### config.mk
export PLATFORM = sky130hd
export DESIGN_NAME = mc_ctrl_flat
export DESIGN_NICKNAME = d
export VERILOG_FILES = /design/src/rtl/mc_ctrl_pkg.sv /design/src/rtl/mc_ctrl_if.sv /design/src/rtl/mc_ctrl_dec.sv /design/src/rtl/mc_ctrl.sv /design/src/flat_wrapper.sv
export SDC_FILE = /design/constraint.sdc
export NUM_CORES = 1
export LEC_CHECK = 0
export CAP_MARGIN = 30
export CORE_MARGIN = 2
export CORE_UTILIZATION = 33
export DETAILED_ROUTE_END_ITERATION = 6
export PLACE_DENSITY = 0.76
export SLEW_MARGIN = 20
export SYNTH_ARGS = -nofsm -noshare
export SYNTH_HDL_FRONTEND = slang
export SYNTH_SLANG_ARGS = --single-unit
### constraint.sdc
create_clock -name Clk -period 1.82 [get_ports Clk]
set_input_delay 0.364 -clock Clk [delete_from_list [all_inputs] [get_ports Clk]]
set_output_delay 0.364 -clock Clk [all_outputs]
set_load 0.01 [all_outputs]
### src/rtl/mc_ctrl_pkg.sv
// Shared encodings for the multi-cycle MIPS control unit.
package mc_ctrl_pkg;

  typedef enum logic [3:0] {
    S_FETCH = 4'd0,
    S_DCD   = 4'd1,
    S_MA    = 4'd2,
    S_MR    = 4'd3,
    S_MWB   = 4'd4,
    S_MW    = 4'd5,
    S_EXE   = 4'd6,
    S_ALUWB = 4'd7,
    S_BR    = 4'd8,
    S_JMP   = 4'd9
  } state_t;

  localparam logic [5:0] OP_RTYPE  = 6'b000000;
  localparam logic [5:0] OP_REGIMM = 6'b000001;
  localparam logic [5:0] OP_J      = 6'b000010;
  localparam logic [5:0] OP_JAL    = 6'b000011;
  localparam logic [5:0] OP_BEQ    = 6'b000100;
  localparam logic [5:0] OP_ORI    = 6'b001101;
  localparam logic [5:0] OP_LUI    = 6'b001111;
  localparam logic [5:0] OP_LW     = 6'b100011;
  localparam logic [5:0] OP_SW     = 6'b101011;

  localparam logic [5:0] FN_SRL  = 6'b000010;
  localparam logic [5:0] FN_SRLV = 6'b000110;
  localparam logic [5:0] FN_JR   = 6'b001000;
  localparam logic [5:0] FN_ADDU = 6'b100001;
  localparam logic [5:0] FN_SUBU = 6'b100011;
  localparam logic [5:0] FN_AND  = 6'b100100;
  localparam logic [5:0] FN_OR   = 6'b100101;

  localparam logic [4:0] RT_BGEZ = 5'b00001;

  localparam logic [2:0] ALU_ADD = 3'b000;
  localparam logic [2:0] ALU_SUB = 3'b001;
  localparam logic [2:0] ALU_AND = 3'b010;
  localparam logic [2:0] ALU_OR  = 3'b011;
  localparam logic [2:0] ALU_SRL = 3'b100;

  localparam logic [1:0] SRCA_RS    = 2'd0;
  localparam logic [1:0] SRCA_SHAMT = 2'd1;
  localparam logic [1:0] SRCA_ZERO  = 2'd2;

  localparam logic [1:0] SRCB_RT  = 2'd0;
  localparam logic [1:0] SRCB_IMM = 2'd1;

  localparam logic [1:0] EXT_ZERO  = 2'd0;
  localparam logic [1:0] EXT_SIGN  = 2'd1;
  localparam logic [1:0] EXT_UPPER = 2'd2;

  localparam logic [1:0] DST_RT = 2'd0;
  localparam logic [1:0] DST_RD = 2'd1;
  localparam logic [1:0] DST_RA = 2'd2;

  localparam logic [1:0] M2R_ALU = 2'd0;
  localparam logic [1:0] M2R_DM  = 2'd1;
  localparam logic [1:0] M2R_PC  = 2'd2;

  localparam logic [1:0] NPC_SEQ = 2'd0;
  localparam logic [1:0] NPC_BR  = 2'd1;
  localparam logic [1:0] NPC_JMP = 2'd2;
  localparam logic [1:0] NPC_RS  = 2'd3;

  // One-hot instruction classification; illegal is set for anything unsupported.
  typedef struct packed {
    logic is_addu;
    logic is_subu;
    logic is_and;
    logic is_or;
    logic is_srl;
    logic is_srlv;
    logic is_jr;
    logic is_ori;
    logic is_lui;
    logic is_lw;
    logic is_sw;
    logic is_beq;
    logic is_bgez;
    logic is_j;
    logic is_jal;
    logic illegal;
  } dec_t;

endpackage

### src/rtl/mc_ctrl_if.sv
// Datapath <-> control signal bundle. The datapath side is master, the control unit is slave.
interface mc_ctrl_if;
  logic [5:0] Op;
  logic [5:0] Funct;
  logic [4:0] Rt;
  logic       Zero;
  logic       Zero2;
  logic       PCWr;
  logic       IRWr;
  logic       RFWr;
  logic       DMWr;
  logic [2:0] ALUOp;
  logic [1:0] ALUSrcA;
  logic [1:0] ALUSrcB;
  logic [1:0] ExtOp;
  logic [1:0] RegDst;
  logic [1:0] MemToReg;
  logic [1:0] NPCSel;
  logic [3:0] State;

  modport master (
    output Op, Funct, Rt, Zero, Zero2,
    input  PCWr, IRWr, RFWr, DMWr, ALUOp, ALUSrcA, ALUSrcB, ExtOp,
           RegDst, MemToReg, NPCSel, State
  );

  modport slave (
    input  Op, Funct, Rt, Zero, Zero2,
    output PCWr, IRWr, RFWr, DMWr, ALUOp, ALUSrcA, ALUSrcB, ExtOp,
           RegDst, MemToReg, NPCSel, State
  );
endinterface

### src/rtl/mc_ctrl_dec.sv
// Combinational instruction classifier: IR fields to one-hot flags.
module mc_ctrl_dec
  import mc_ctrl_pkg::*;
(
  input  logic [5:0] op,
  input  logic [5:0] funct,
  input  logic [4:0] rt,
  output dec_t       dec
);

  // Classify by opcode, then by funct for R-type and by rt for REGIMM.
  always_comb begin
    dec = '0;
    case (op)
      OP_RTYPE: begin
        case (funct)
          FN_ADDU: dec.is_addu = 1'b1;
          FN_SUBU: dec.is_subu = 1'b1;
          FN_AND:  dec.is_and  = 1'b1;
          FN_OR:   dec.is_or   = 1'b1;
          FN_SRL:  dec.is_srl  = 1'b1;
          FN_SRLV: dec.is_srlv = 1'b1;
          FN_JR:   dec.is_jr   = 1'b1;
          default: dec.illegal = 1'b1;
        endcase
      end
      OP_REGIMM: begin
        if (rt == RT_BGEZ) dec.is_bgez = 1'b1;
        else               dec.illegal = 1'b1;
      end
      OP_J:    dec.is_j    = 1'b1;
      OP_JAL:  dec.is_jal  = 1'b1;
      OP_BEQ:  dec.is_beq  = 1'b1;
      OP_ORI:  dec.is_ori  = 1'b1;
      OP_LUI:  dec.is_lui  = 1'b1;
      OP_LW:   dec.is_lw   = 1'b1;
      OP_SW:   dec.is_sw   = 1'b1;
      default: dec.illegal = 1'b1;
    endcase
  end

endmodule

### src/rtl/mc_ctrl.sv
// Multi-cycle Moore control FSM for the MIPS datapath.
module mc_ctrl
  import mc_ctrl_pkg::*;
(
  input  logic  Clk,
  input  logic  Reset,
  mc_ctrl_if.slave bus
);

  dec_t   dec;
  state_t state_q, state_d;

  logic is_rtype_alu;
  logic pc_wr, ir_wr, rf_wr, dm_wr;
  logic [2:0] alu_op, exe_alu_op;
  logic [1:0] src_a, src_b, ext_op, reg_dst, mem_to_reg, npc_sel;
  logic [1:0] exe_src_a, exe_src_b, exe_ext_op;

  mc_ctrl_dec u_dec (
    .op    (bus.Op),
    .funct (bus.Funct),
    .rt    (bus.Rt),
    .dec   (dec)
  );

  assign is_rtype_alu = dec.is_addu | dec.is_subu | dec.is_and | dec.is_or |
                        dec.is_srl  | dec.is_srlv;

  // Next-state selection; DCD dispatches on the instruction class.
  always_comb begin
    state_d = S_FETCH;
    case (state_q)
      S_FETCH: state_d = S_DCD;
      S_DCD: begin
        if (dec.is_lw | dec.is_sw)                              state_d = S_MA;
        else if (is_rtype_alu | dec.is_ori | dec.is_lui)        state_d = S_EXE;
        else if (dec.is_beq | dec.is_bgez)                      state_d = S_BR;
        else if (dec.is_j | dec.is_jal | dec.is_jr)             state_d = S_JMP;
        else                                                    state_d = S_FETCH;
      end
      S_MA:    state_d = dec.is_lw ? S_MR : S_MW;
      S_MR:    state_d = S_MWB;
      S_EXE:   state_d = S_ALUWB;
      default: state_d = S_FETCH;
    endcase
  end

  // State register; reset drops straight back to FETCH.
  always_ff @(posedge Clk or posedge Reset) begin
    if (Reset) state_q <= S_FETCH;
    else       state_q <= state_d;
  end

  // ALU selects for EXE, held through ALUWB so the result stays valid at write-back.
  always_comb begin
    exe_alu_op = ALU_ADD;
    exe_src_a  = SRCA_RS;
    exe_src_b  = SRCB_RT;
    exe_ext_op = EXT_ZERO;
    if (dec.is_subu) exe_alu_op = ALU_SUB;
    if (dec.is_and)  exe_alu_op = ALU_AND;
    if (dec.is_or)   exe_alu_op = ALU_OR;
    if (dec.is_srl) begin
      exe_alu_op = ALU_SRL;
      exe_src_a  = SRCA_SHAMT;
    end
    if (dec.is_srlv) exe_alu_op = ALU_SRL;
    if (dec.is_ori) begin
      exe_alu_op = ALU_OR;
      exe_src_b  = SRCB_IMM;
    end
    if (dec.is_lui) begin
      exe_src_a  = SRCA_ZERO;
      exe_src_b  = SRCB_IMM;
      exe_ext_op = EXT_UPPER;
    end
  end

  // Moore outputs decoded from the current state and instruction flags.
  always_comb begin
    pc_wr      = 1'b0;
    ir_wr      = 1'b0;
    rf_wr      = 1'b0;
    dm_wr      = 1'b0;
    alu_op     = ALU_ADD;
    src_a      = SRCA_RS;
    src_b      = SRCB_RT;
    ext_op     = EXT_ZERO;
    reg_dst    = DST_RT;
    mem_to_reg = M2R_ALU;
    npc_sel    = NPC_SEQ;
    case (state_q)
      S_FETCH: begin
        pc_wr = 1'b1;
        ir_wr = 1'b1;
      end
      S_MA, S_MR, S_MW: begin
        src_b  = SRCB_IMM;
        ext_op = EXT_SIGN;
        dm_wr  = (state_q == S_MW);
      end
      S_MWB: begin
        rf_wr      = 1'b1;
        mem_to_reg = M2R_DM;
      end
      S_EXE, S_ALUWB: begin
        alu_op = exe_alu_op;
        src_a  = exe_src_a;
        src_b  = exe_src_b;
        ext_op = exe_ext_op;
        if (state_q == S_ALUWB) begin
          rf_wr   = 1'b1;
          reg_dst = is_rtype_alu ? DST_RD : DST_RT;
        end
      end
      S_BR: begin
        alu_op  = ALU_SUB;
        ext_op  = EXT_SIGN;
        npc_sel = NPC_BR;
        pc_wr   = (dec.is_beq & bus.Zero) | (dec.is_bgez & bus.Zero2);
      end
      S_JMP: begin
        pc_wr   = 1'b1;
        npc_sel = dec.is_jr ? NPC_RS : NPC_JMP;
        if (dec.is_jal) begin
          rf_wr      = 1'b1;
          reg_dst    = DST_RA;
          mem_to_reg = M2R_PC;
        end
      end
      default: ;
    endcase
  end

  // Enables are suppressed for as long as reset is held, even though FETCH would assert them.
  assign bus.PCWr     = pc_wr & ~Reset;
  assign bus.IRWr     = ir_wr & ~Reset;
  assign bus.RFWr     = rf_wr & ~Reset;
  assign bus.DMWr     = dm_wr & ~Reset;
  assign bus.ALUOp    = alu_op;
  assign bus.ALUSrcA  = src_a;
  assign bus.ALUSrcB  = src_b;
  assign bus.ExtOp    = ext_op;
  assign bus.RegDst   = reg_dst;
  assign bus.MemToReg = mem_to_reg;
  assign bus.NPCSel   = npc_sel;
  assign bus.State    = state_q;

endmodule

### src/flat_wrapper.sv
// flat-port wrapper written by rule: the top's interface ports become plain ports
module mc_ctrl_flat import mc_ctrl_pkg::*;
  (Clk, Reset, bus_Op, bus_Funct, bus_Rt, bus_Zero, bus_Zero2, bus_PCWr, bus_IRWr, bus_RFWr, bus_DMWr, bus_ALUOp, bus_ALUSrcA, bus_ALUSrcB, bus_ExtOp, bus_RegDst, bus_MemToReg, bus_NPCSel, bus_State);
  mc_ctrl_if bus_i ();
  input  logic Clk;
  input  logic Reset;
  input wire logic [$bits(bus_i.Op)-1:0] bus_Op;
  input wire logic [$bits(bus_i.Funct)-1:0] bus_Funct;
  input wire logic [$bits(bus_i.Rt)-1:0] bus_Rt;
  input wire logic [$bits(bus_i.Zero)-1:0] bus_Zero;
  input wire logic [$bits(bus_i.Zero2)-1:0] bus_Zero2;
  output wire logic [$bits(bus_i.PCWr)-1:0] bus_PCWr;
  output wire logic [$bits(bus_i.IRWr)-1:0] bus_IRWr;
  output wire logic [$bits(bus_i.RFWr)-1:0] bus_RFWr;
  output wire logic [$bits(bus_i.DMWr)-1:0] bus_DMWr;
  output wire logic [$bits(bus_i.ALUOp)-1:0] bus_ALUOp;
  output wire logic [$bits(bus_i.ALUSrcA)-1:0] bus_ALUSrcA;
  output wire logic [$bits(bus_i.ALUSrcB)-1:0] bus_ALUSrcB;
  output wire logic [$bits(bus_i.ExtOp)-1:0] bus_ExtOp;
  output wire logic [$bits(bus_i.RegDst)-1:0] bus_RegDst;
  output wire logic [$bits(bus_i.MemToReg)-1:0] bus_MemToReg;
  output wire logic [$bits(bus_i.NPCSel)-1:0] bus_NPCSel;
  output wire logic [$bits(bus_i.State)-1:0] bus_State;
  assign bus_i.Op = bus_Op;
  assign bus_i.Funct = bus_Funct;
  assign bus_i.Rt = bus_Rt;
  assign bus_i.Zero = bus_Zero;
  assign bus_i.Zero2 = bus_Zero2;
  assign bus_PCWr = bus_i.PCWr;
  assign bus_IRWr = bus_i.IRWr;
  assign bus_RFWr = bus_i.RFWr;
  assign bus_DMWr = bus_i.DMWr;
  assign bus_ALUOp = bus_i.ALUOp;
  assign bus_ALUSrcA = bus_i.ALUSrcA;
  assign bus_ALUSrcB = bus_i.ALUSrcB;
  assign bus_ExtOp = bus_i.ExtOp;
  assign bus_RegDst = bus_i.RegDst;
  assign bus_MemToReg = bus_i.MemToReg;
  assign bus_NPCSel = bus_i.NPCSel;
  assign bus_State = bus_i.State;
  mc_ctrl u_core (.Clk(Clk), .Reset(Reset), .bus(bus_i));
endmodule
==> results <==
## Yosys cell counts, types with 2 or more instances
master	n
nor2_1	10
nand2_1	9
nor3_1	6
clkbuf_1	5
o21ai_0	5
dfrtp_1	4
inv_1	4
nand3_1	4
nor2b_1	4
a21oi_1	3
a31oi_1	3
and3_1	3
nor4_1	3
nor4b_1	3
buf_1	2
buf_4	2
nand2b_1	2
nand4_1	2
nor3b_1	2
nor4_2	2
o21ai_1	2
o32a_1	2
## how the worst max path moves through the flow
stage | endpoint | slack, ps | depth (start not counted)
after floorplan | bus_ALUSrcA[0] | -60 | 5
after global placement | bus_PCWr | -940 | 6
after detailed placement | bus_ALUSrcA[0] | -1020 | 7
after CTS | bus_PCWr | -280 | 7
after global routing | bus_ALUSrcA[0] | -400 | 8
final | bus_ALUSrcA[0] | -360 | 8
## metal layers
metal / GRT usage / up-vias
met5: 0 / -
met4: 0.1216 / 0
met3: 0.03571 / 24
met2: 0.6140 / 99
met1: 0.3472 / 599
li1: - / 581
## power groups by stage
stage / clock (mW) / combinational (mW) / sequential [mW]
floorplan: 0 / 0.169 / 0.128
global placement: 0 / 0.441 / 0.121
detailed placement: 0 / 0.450 / 0.119
CTS: 0.112 / 0.486 / 0.126
global route: 0.114 / 0.573 / 0.128
finish: 0.107 / 0.543 / 0.126
## kinds of logic (layout without fill, tap and decap cells)
family | after synthesis | in the layout | share of synthesized area
simple gates | 58 | 58 | 0.4852
compound gates | 27 | 27 | 0.2758
buf+inv | 14 | 104 | 0.09423
flops | 4 | 4 | 0.1396
other cells | 1 | 1 | 0.005231
## worst register-to-register path: cells and delay by family, from the launching register on
kind | cells | cell delay, ps
flip-flops | 1 | 380
AO/OA/AOI/OAI | 2 | 450
buffers and inverters | 1 | 170
AND/OR/NAND/NOR | 2 | 430
## timing repair
action | 4_1_cts | 5_1_grt
gates resized for setup | 148 | 40
pin swaps | 19 | 20
buffers inserted | 14 | 5
hold buffers | 0 | 0
setup endpoints to repair | 22 | 21
## area by class of cell
type | instances | area, µm² | share of cell area
Timing Repair Buffer | 97 | 785.8 | 0.4502
Inverter | 4 | 17.52 | 0.01004
Multi-Input combinational cell | 86 | 784.5 | 0.4495
Sequential cell | 4 | 101.3 | 0.05806
Tap cell | 27 | 33.78 | 0.01935
Clock buffer | 3 | 22.52 | 0.01290
## per-stage QoR
stage	cells	hold slack, ps	instance area (µm²)
2_1_floorplan	104	130.1	752.0
3_3_place_gp	205	626.5	1469
3_5_place_dp	205	635.4	1469
4_1_cts	220	423.3	1657
5_1_grt	221	495.6	1745
6_report	221	470.0	1745
==> summary.txt <==
Status
  – Status: complete, but fails checks
  – Failing checks: negative setup slack

Synthesis
  – Post-Syn Nets: about 130
  – Async SR Flop Fraction: 1.000
  – Synth top area share: 0.1396
  – Netlist cell types: 44
  – Register area share after synthesis: 0.1396
  – Largest cells by area after synthesis: dfrtp_1 (14%), nor2_1 (5.2%), nand2_1 (4.7%)
  – YS warnings: 0
  – Mapped Cells: 104
  – Dominant register cell in the synthesized netlist: dfrtp_1
  – Synthesis-stage register bit count: 4
  – Cell Area, Synth: 716.9 µm²
  – Number of flops mapped to enable cells by yosys: 0
  – Leading area contributor after synthesis: dfrtp_1
  – Mean Syn Cell Area: just under 7 µm²

Setup path
  – Setup crit start: bus_Op[3]
  – CP max stage cell: nor4_4
  – CP Cell Sequence: buf_6, buf_6, nor4_4, nand3_2, nor3_4, buf_4, nor3b_4, buf_2
  – Startpoint types: input pin
  – Critical path data arrival time: 1820 ps
  – Critical path's top delay family: simple AND/OR/NAND/NOR gates
  – Max Fanout on Critical Path: 2
  – Critical path's largest stage delay: around 330 ps
  – Critical Path Most Common Cell: buf_6
  – Reg2reg start: u_core.bus.State[2]
  – Worst Path Buf+Inv: 4
  – Worst R2R Path Depth: 5
  – R2R setup slack: 250 ps
  – Worst path required time: between 1000 and 1500 ps
  – Critical path type: in -> out
  – R2r endpoint: u_core.bus.State[2]
  – CP Capture Type: output port

Detailed routing
  – Total number of vias: approximately 1300
  – Met2 routed WL: ~2400 µm
  – Routed Antenna Nets: 0
  – Metal-1 WL: between 1500 and 2000 µm
  – Drt total wl: ~4400 µm
  – Vias per Instance: about 5.9
  – Post-route DRC: 0
  – WL met3: 343 µm
  – Drt initial violations: 46
  – Drt pass-1 iters: 4
  – Wire length per cell: roughly 20 µm
  – Max Used Layer: met4

Die
  – CORE AREA: 2002 µm²
  – Die height: slightly above 50 µm
  – Die ar.: about 2600 µm²
  – Std cell rows: 16
  – I/O pin count: 44
  – Initial core utilization: 0.3581
  – Die Width: 50.61 µm

Min path
  – Min-delay worst type: in -> async

Timing
  – F_max: roughly 460 MHz
  – Final setup skew: just over 0.4 ps
  – Period minus WS final: ~2200 ps
  – Final Max Slew Viols: 0
  – Period utilisation layout: 1.200
  – Final Setup Violations: 10
  – RSZ-0062 raised after global routing: yes
  – Final hold violations: 0
  – Post-route worst setup slack: -363.5 ps
  – TNS Setup: -2270 ps

Layout
  – Largest register FFs: 4
  – Commonest non-fill, non-tap cell in the layout: buf_4
  – Fill cells: about 100
  – Most frequent cells in the layout: buf_4 (43), buf_2 (19), buf_6 (19)
  – Util after Layout: 0.8719
  – Layout cell share with drive strength beyond 1: 0.6443
  – Final net count: between 200 and 250
  – Area growth syn-to-layout: 143.5%
  – # diodes: 0

Pwr
  – Leakage: approximately 0.8 nW
  – Combinational power share: 0.700
  – Worst vdd ir: around 0.51 mV
  – Reg power frac: 0.162
  – Pint: approximately 0.44 mW
  – Cell Pwr Density: ~440 nW/µm²
  – Sw frac: 0.4352
  – Sw Pwr: roughly 0.34 mW
  – Design Power: 0.7761 mW
  – Clock network power share: 0.138

Clocking
  – Clock transition at the registers of the reported paths: 40 ps
  – Clk_lat worst skew: 230 ps
  – Clock Tree Buf Depth: 2
  – H-tree Lvls: 1
  – CTS root buf: clkbuf_4
  – CTS tree: built
  – Num CTS Buffers: 3
  – TritonCTS Sinks: 4

Placed design
  – Pre-CTS WS: -1022 ps
  – Port bufs: 42
  – Routability cong.: ~0.91
  – Detailed placer's ending HPWL: 2445 µm

GRT
  – GRT Util Overall: 0.3176
  – Vias in the first global route: around 1300
  – Initial antenna violation count: 0
  – First-pass GRT wire length: about 6200 µm
  – Pin count of the biggest net entering global routing: 16
  – Grt ovf: 0

Run
  – MaxCap Viol Count: 0
No activity file was read; power rests on OpenSTA's default activity.
